<file path="src/rtl/add_round_key_stage.sv">
// AES-128 AddRoundKey stage: XORs each accepted state with the round key
// selected by an internal round counter and holds it in a one-entry valid/ready output register.
module add_round_key_stage #(
  parameter int NR = 10
) (
  input  logic         clk,
  input  logic         reset,
  input  logic         keyWe,
  input  logic [3:0]   keyIdx,
  input  logic [0:127] keyIn,
  input  logic         restart,
  input  logic         inValid,
  output logic         inReady,
  input  logic [0:127] stateIn,
  output logic         outValid,
  input  logic         outReady,
  output logic [0:127] stateOut,
  output logic [3:0]   round,
  output logic         lastRound
);

  localparam logic [3:0] LAST = 4'(NR);

  function automatic logic [0:127] add_key(input logic [0:127] s, input logic [0:127] k);
    return s ^ k;
  endfunction

  logic [0:127] r_keys [0:NR];
  logic [3:0]   r_rnd;

  logic         r_vld_p1;
  logic [0:127] r_state_p1;
  logic [3:0]   r_round_p1;
  logic         r_last_p1;

  logic         w_accept;
  logic [3:0]   w_rndSel;
  logic [3:0]   w_rndNext;
  logic [0:127] w_key;

  assign inReady   = !r_vld_p1 || outReady;
  assign w_accept  = inValid && inReady;
  // restart applies before the lookup, so a restarting accept uses key[0]
  assign w_rndSel  = restart ? 4'd0 : r_rnd;
  assign w_rndNext = (w_rndSel == LAST) ? 4'd0 : w_rndSel + 4'd1;
  assign w_key     = r_keys[w_rndSel];

  // Stage p0 -> p1: key lookup and XOR into the output register
  always_ff @(posedge clk) begin
    if (reset) begin
      r_vld_p1   <= 1'b0;
      r_state_p1 <= '0;
      r_round_p1 <= '0;
      r_last_p1  <= 1'b0;
      r_rnd      <= '0;
      for (int i = 0; i <= NR; i++) r_keys[i] <= '0;
    end else begin
      // Writes to indices above NR match no entry and are dropped
      for (int i = 0; i <= NR; i++) begin
        if (keyWe && keyIdx == 4'(i)) r_keys[i] <= keyIn;
      end
      if (w_accept) begin
        r_state_p1 <= add_key(stateIn, w_key);
        r_round_p1 <= w_rndSel;
        r_last_p1  <= (w_rndSel == LAST);
        r_rnd      <= w_rndNext;
      end else if (restart) begin
        r_rnd <= '0;
      end
      if (w_accept)      r_vld_p1 <= 1'b1;
      else if (outReady) r_vld_p1 <= 1'b0;
    end
  end

  assign outValid  = r_vld_p1;
  assign stateOut  = r_state_p1;
  assign round     = r_round_p1;
  assign lastRound = r_last_p1;

endmodule

</file>
<file path="config.mk">
export PLATFORM = sky130hd
export DESIGN_NAME = add_round_key_stage
export DESIGN_NICKNAME = d
export VERILOG_FILES = /design/src/rtl/add_round_key_stage.sv
export SDC_FILE = /design/constraint.sdc
export NUM_CORES = 2
export LEC_CHECK = 0
export CORE_ASPECT_RATIO = 0.9
export CORE_MARGIN = 8
export CORE_UTILIZATION = 35
export DETAILED_ROUTE_END_ITERATION = 8
export HOLD_SLACK_MARGIN = 0.12
export PLACE_DENSITY_LB_ADDON = 0.12
export SKIP_LAST_GASP = 1
export SLEW_MARGIN = 20
export SYNTH_ARGS = -nofsm -noshare
export SYNTH_HDL_FRONTEND = slang
export SYNTH_SLANG_ARGS = --single-unit
</file>
<file path="constraint.sdc">
create_clock -name clk -period 8.1 [get_ports clk]
set_input_delay 2.025 -clock clk [delete_from_list [all_inputs] [get_ports clk]]
set_output_delay 2.025 -clock clk [all_outputs]
set_load 0.01 [all_outputs]
</file>
=== Yosys cells after proc, flatten, opt, wreduce, memory -nomap -nowiden ===
Memory sizes are Yosys's and may differ from the RTL's.
Index checks and enable logic that the tools add are counted.

* Flip-flop bits (word level): 138
* Memory bits (writable): 1408
* Input bits: 266
* Output and inout bits: 135
* Logic and storage cells: 97
* Memories kept: 1

* Add/sub/neg operators: 1
* Equality and inequality tests: 11
* Mux-type cells: 51
* Bitwise operators: 12
* Reduce and logical (&&, ||, !) cells: 16

{| class="wikitable"
|+ Memory list
! name !! words !! bits a word !! read ports !! clocked after Yosys merged registers in !! wr ports !! RTL line !! text
|-
| r_keys || 11 || 128 || 1 || 0 || 11 || 28 || <nowiki>logic [0:127] r_keys [0:NR];</nowiki>
|}

{| class="wikitable"
|+ Operators with widths
! operator !! number
|-
| two-way mux 128 bit || 11
|-
| XOR 128 bit || 1
|-
| two-way mux 1 bit || 37
|-
| equality test 4 x 3 -> 1 bit, second input constant || 4
|-
| equality test 4 bit, second input constant || 4
|-
| logical AND 1 bit || 12
|-
| two-way mux 4 bit || 3
|-
| OR 1 bit || 11
|-
| equality test 4 x 2 -> 1 bit, second input constant || 2
|-
| adder 4 x 1 -> 4 bit, second input constant || 1
|-
| equality test 4 x 1 -> 1 bit, second input constant || 1
|-
| zero test 4 bit || 1
|-
| nonzero test 2 bit || 1
|-
| zero test 1 bit || 1
|-
| logical OR 1 bit || 1
|}

=== Depth between registers and ports, before layout ===
* Depth in word-level cells: 6
* Depth in mapped cells: 9
* Depth with buffers taken out: 5

=== Least setup slack after synthesis ===
No wires, ideal clock.

* Path kind: in2reg
* From: in keyIdx[3]
* To: mem r_keys[3][0] (netlist bit), enable pin
* Library setup time: 0.492 ns
* Arrival time: 5.644 ns
* Slack: 1.964 ns
* Stages: 5
* Buffers on the path: 2
* Path through: nor3b_1 > nand3_1 > clkbuf_1 > clkbuf_1 > nand2_1

{| class="wikitable"
|+ RTL lines
! item !! RTL line !! text
|-
| start, declared || 9 || <nowiki>input logic [3:0] keyIdx,</nowiki>
|-
| end, declared || 28 ||
|}

=== Worst setup path after layout ===
* From: in outReady
* To: out inReady

* Longest elaborated chain between the ends: 1

{| class="wikitable"
|+ Ends and longest elaborated chain
! item !! RTL line !! text
|-
| start, declared || 16 || <nowiki>input logic outReady,</nowiki>
|-
| logical OR 1 bit || 41 || <nowiki>assign inReady = !r_vld_p1 || outReady;</nowiki>
|-
| end, declared || 13 || <nowiki>output logic inReady,</nowiki>
|}

Every way passes these cells.

==> out/metrics.cfg <==
[status]
status = finished, final reports clean

[sta]
layout_min_cycle_time_ns = 5.74
finalMaxSlewViolations = 0
fmax_mhz = 174
fin_crit_sh_pct = 70.9
worst_pin_slew_ns = 1.15
fin_hold_ws_ns = 0.466
fin_ws_ns = 2.36
finClkSkew_ns = 0.0195
hold_viol_final = 0
rsz0062_at_grt = no
setup_violations = 0
max_slew_margin_pct = 23.1
fin_tns_setup_ns = 0

[global_route]
grt_util_met3_pct = 3.33
grtUsageTotal_pct = 23.0
antenna_found_initial = 2
grt_max_degree = 145
grt_pass1_wl_mm = 376
grtUsageMet1_pct = 32.4
use_met2_pct = 37.4
gr-max-usage-layer = met2
grt_overflow = 0
grt_pass1_vias = 52430

[worst_setup_path]
path_cells = clkdlybuf4s50_1, nand2b_4, clkdlybuf4s50_1
reg2reg_depth = 6
critPathBufInv = 2
criticalPathCategory = primary input to primary output
cp_slowest_stage_delay_ns = 0.67
rrSetupSlack_ns = 4.59
crit_arrival_ns = 3.71
reg2reg_from = r_rnd[1]$_SDFF_PP0_
cp.required_ns = 6.08
crit_slowest_cell = clkdlybuf4s50_1
worst_setup_path_end_kind = primary output
cp_common_cell = clkdlybuf4s50_1
worstPathMaxFanout = 32
cpLargestDelayFamily = buffers and inverters
r2r_end = stateOut[104]$_SDFFE_PP0P_
critPathLaunchType = primary input

[routing]
first_pass_iters = 6
drt-initial-drc-count = 5191
drc = 0
via_per_inst = 5.68
drt.antenna.violating_nets = 0
via_count = 53168
wl_per_cell_um = 28.1
wl_mm = 263

[placed_design]
port-buffer-count = 400
dp_hpwl_mm = 137
place_ws_ns = 2.12
globalplace.congestion = 0.754

[floorplan]
die-area_um2 = 220000
rows = 157
core_area_um2 = 204000
start_util_pct = 35.3
die_x_um = 493
die_h_um = 446
num_io_pins = 401

[power]
power.density_nw_per_um2 = 230
ir_worst_vdd_mv = 0.181
cellLeakagePower_nw = 27.9

[yosys]
netlist_instances = 6493
ys_top_cells_by_count = nor2_1 (1,675), edfxtp_1 (1,408), clkbuf_1 (433)
yosys.area.top_type = edfxtp_1
postSynth.asyncResetShare_pct = 0
ys_warn_count = 0
ys_ff_latch = 1546
synth_most_common_cell = nor2_1
synth_top_area_share_pct = 58.9
synth_fp_nets = 6759
synthFlopType = edfxtp_1
synth-edff-count = 1408
yosysUniqueCellTypes = 34
ys_top_cells_by_area = edfxtp_1 (59%), nor2_1 (8.8%), mux2i_1 (5.4%)
synth.avg_cell_area_um2 = 11.1
syn_area_um2 = 71700
ys_seq_area_share_pct = 62.8

[clock_tree]
clkSlewWorstSetupHoldPaths_ns = 0.06
cts_buffers = 174
cts_hold_buf = 0
clock_sinks = 1546
insertion_delay_ns = 0.80
cts_resized = 0
root_buffer = clkbuf_16
postCtsSetupRepairBufs = 0
htreeDepth = 4
cts_buffer_depth = 3
cts_tree = yes

[layout]
drive_above_1_share_pct = 5.66
nets = 6780
area_delta_synth_final_pct = 15.8

[hold_path]
worst_hold_path_type = register to register
holdPathStages = 2
hold_path.startpoint = stateOut[81]$_SDFFE_PP0P_
hold_path_end = stateOut[81]$_SDFFE_PP0P_

[flow_run]
drv_cap = 0

## worst reg2reg max path, stage by stage (launching register included)
cell and delay (ns):
dfxtp_4 0.72, buf_4 0.85, buf_4 0.90, a31oi_1 0.41
a22o_1 0.29, a31oi_1 0.12, o211ai_1 0.10
## cells in the final DEF (no fill, tap or decap), types with 57 or more instances in the layout
cell type,Yosys,layout
o21bai_1,129,128
a22oi_1,128,128
clkbuf_16,0,178
nand4_1,130,130
edfxtp_1,1408,1408
nor3b_1,258,258
o21ai_1,90,90
clkdlybuf4s50_1,0,398
inv_1,129,129
nor2_1,1675,1675
o21ai_0,169,169
a31oi_1,257,257
a22o_1,128,128
mux2i_1,384,384
a221oi_1,128,128
o211ai_1,128,128
nand2_1,408,389
buf_4,54,57
a21oi_1,138,137
dfxtp_1,138,136
## how the worst max path moves through the flow
stage          startpoint                           to  slack, ns  cells past startpoint
6_report         outReady                      inReady       2.36                      3
5_1_grt          outReady                      inReady       2.30                      3
4_1_cts          outReady                      inReady       2.32                      3
3_5_place_dp    keyIdx[2]  r_keys[6][78]$_SDFFCE_PN0P_       2.12                      6
3_3_place_gp    keyIdx[2]  r_keys[6][78]$_SDFFCE_PN0P_       2.15                      6
2_1_floorplan   keyIdx[3]   r_keys[3][0]$_SDFFCE_PN0P_       1.96                      5
## state kept, by name, summed over array words and instances (netlist names)
name and count:
lastRound 1, r_keys 1408, r_rnd 4, round 4
outValid 1, stateOut 128
## per-stage QoR
stage / power [mW] / cells / area (um2) / util, %
after floorplan: 10.6 / 6493 / 71700 / -
after global placement: 11.4 / 9041 / 77500 / 38.1
after detailed placement: 11.4 / 9041 / 77500 / 38.1
after CTS: 19.2 / 9365 / 83100 / 40.8
after global routing: 19.7 / 9365 / 83100 / 40.8
final: 19.1 / 9367 / 83100 / 40.8
## per-layer routing
layer	vias up	routed length, um
met5	-	0
met4	0	6380
met3	353	15900
met2	1900	122000
met1	27320	119000
li1	23595	-
## kinds of logic after synthesis
kind of cell / Yosys count / synth area share (%)
AOI/OAI and AO/OA: 1296 / 12.2
xor gates and xnor gates: 1 / 0.0122
buffers and inverters: 774 / 4.76
DFF: 1546 / 62.8
muxes: 384 / 5.36
and+or+nand+nor: 2492 / 14.9
## power breakdown
group | internal (mW) | leakage [nW] | switching [mW] | total (mW)
registers | 9.22 | 14.6 | 0.201 | 9.42
clock network | 4.46 | 2.73 | 3.37 | 7.83
logic | 0.624 | 10.5 | 1.20 | 1.83
total | 14.3 | 27.9 | 4.77 | 19.1
## cell type report
class	count	area, um2
fill	19386	120000
sequential	1546	45100
multi-input combinational	4173	23500
timing repair buffer	489	5080
clock buffer	255	4970
tap	2703	3380
clock inverter	69	592
inverter	130	495
antenna	2	5.00
No activity file was read; power rests on OpenSTA's default activity.
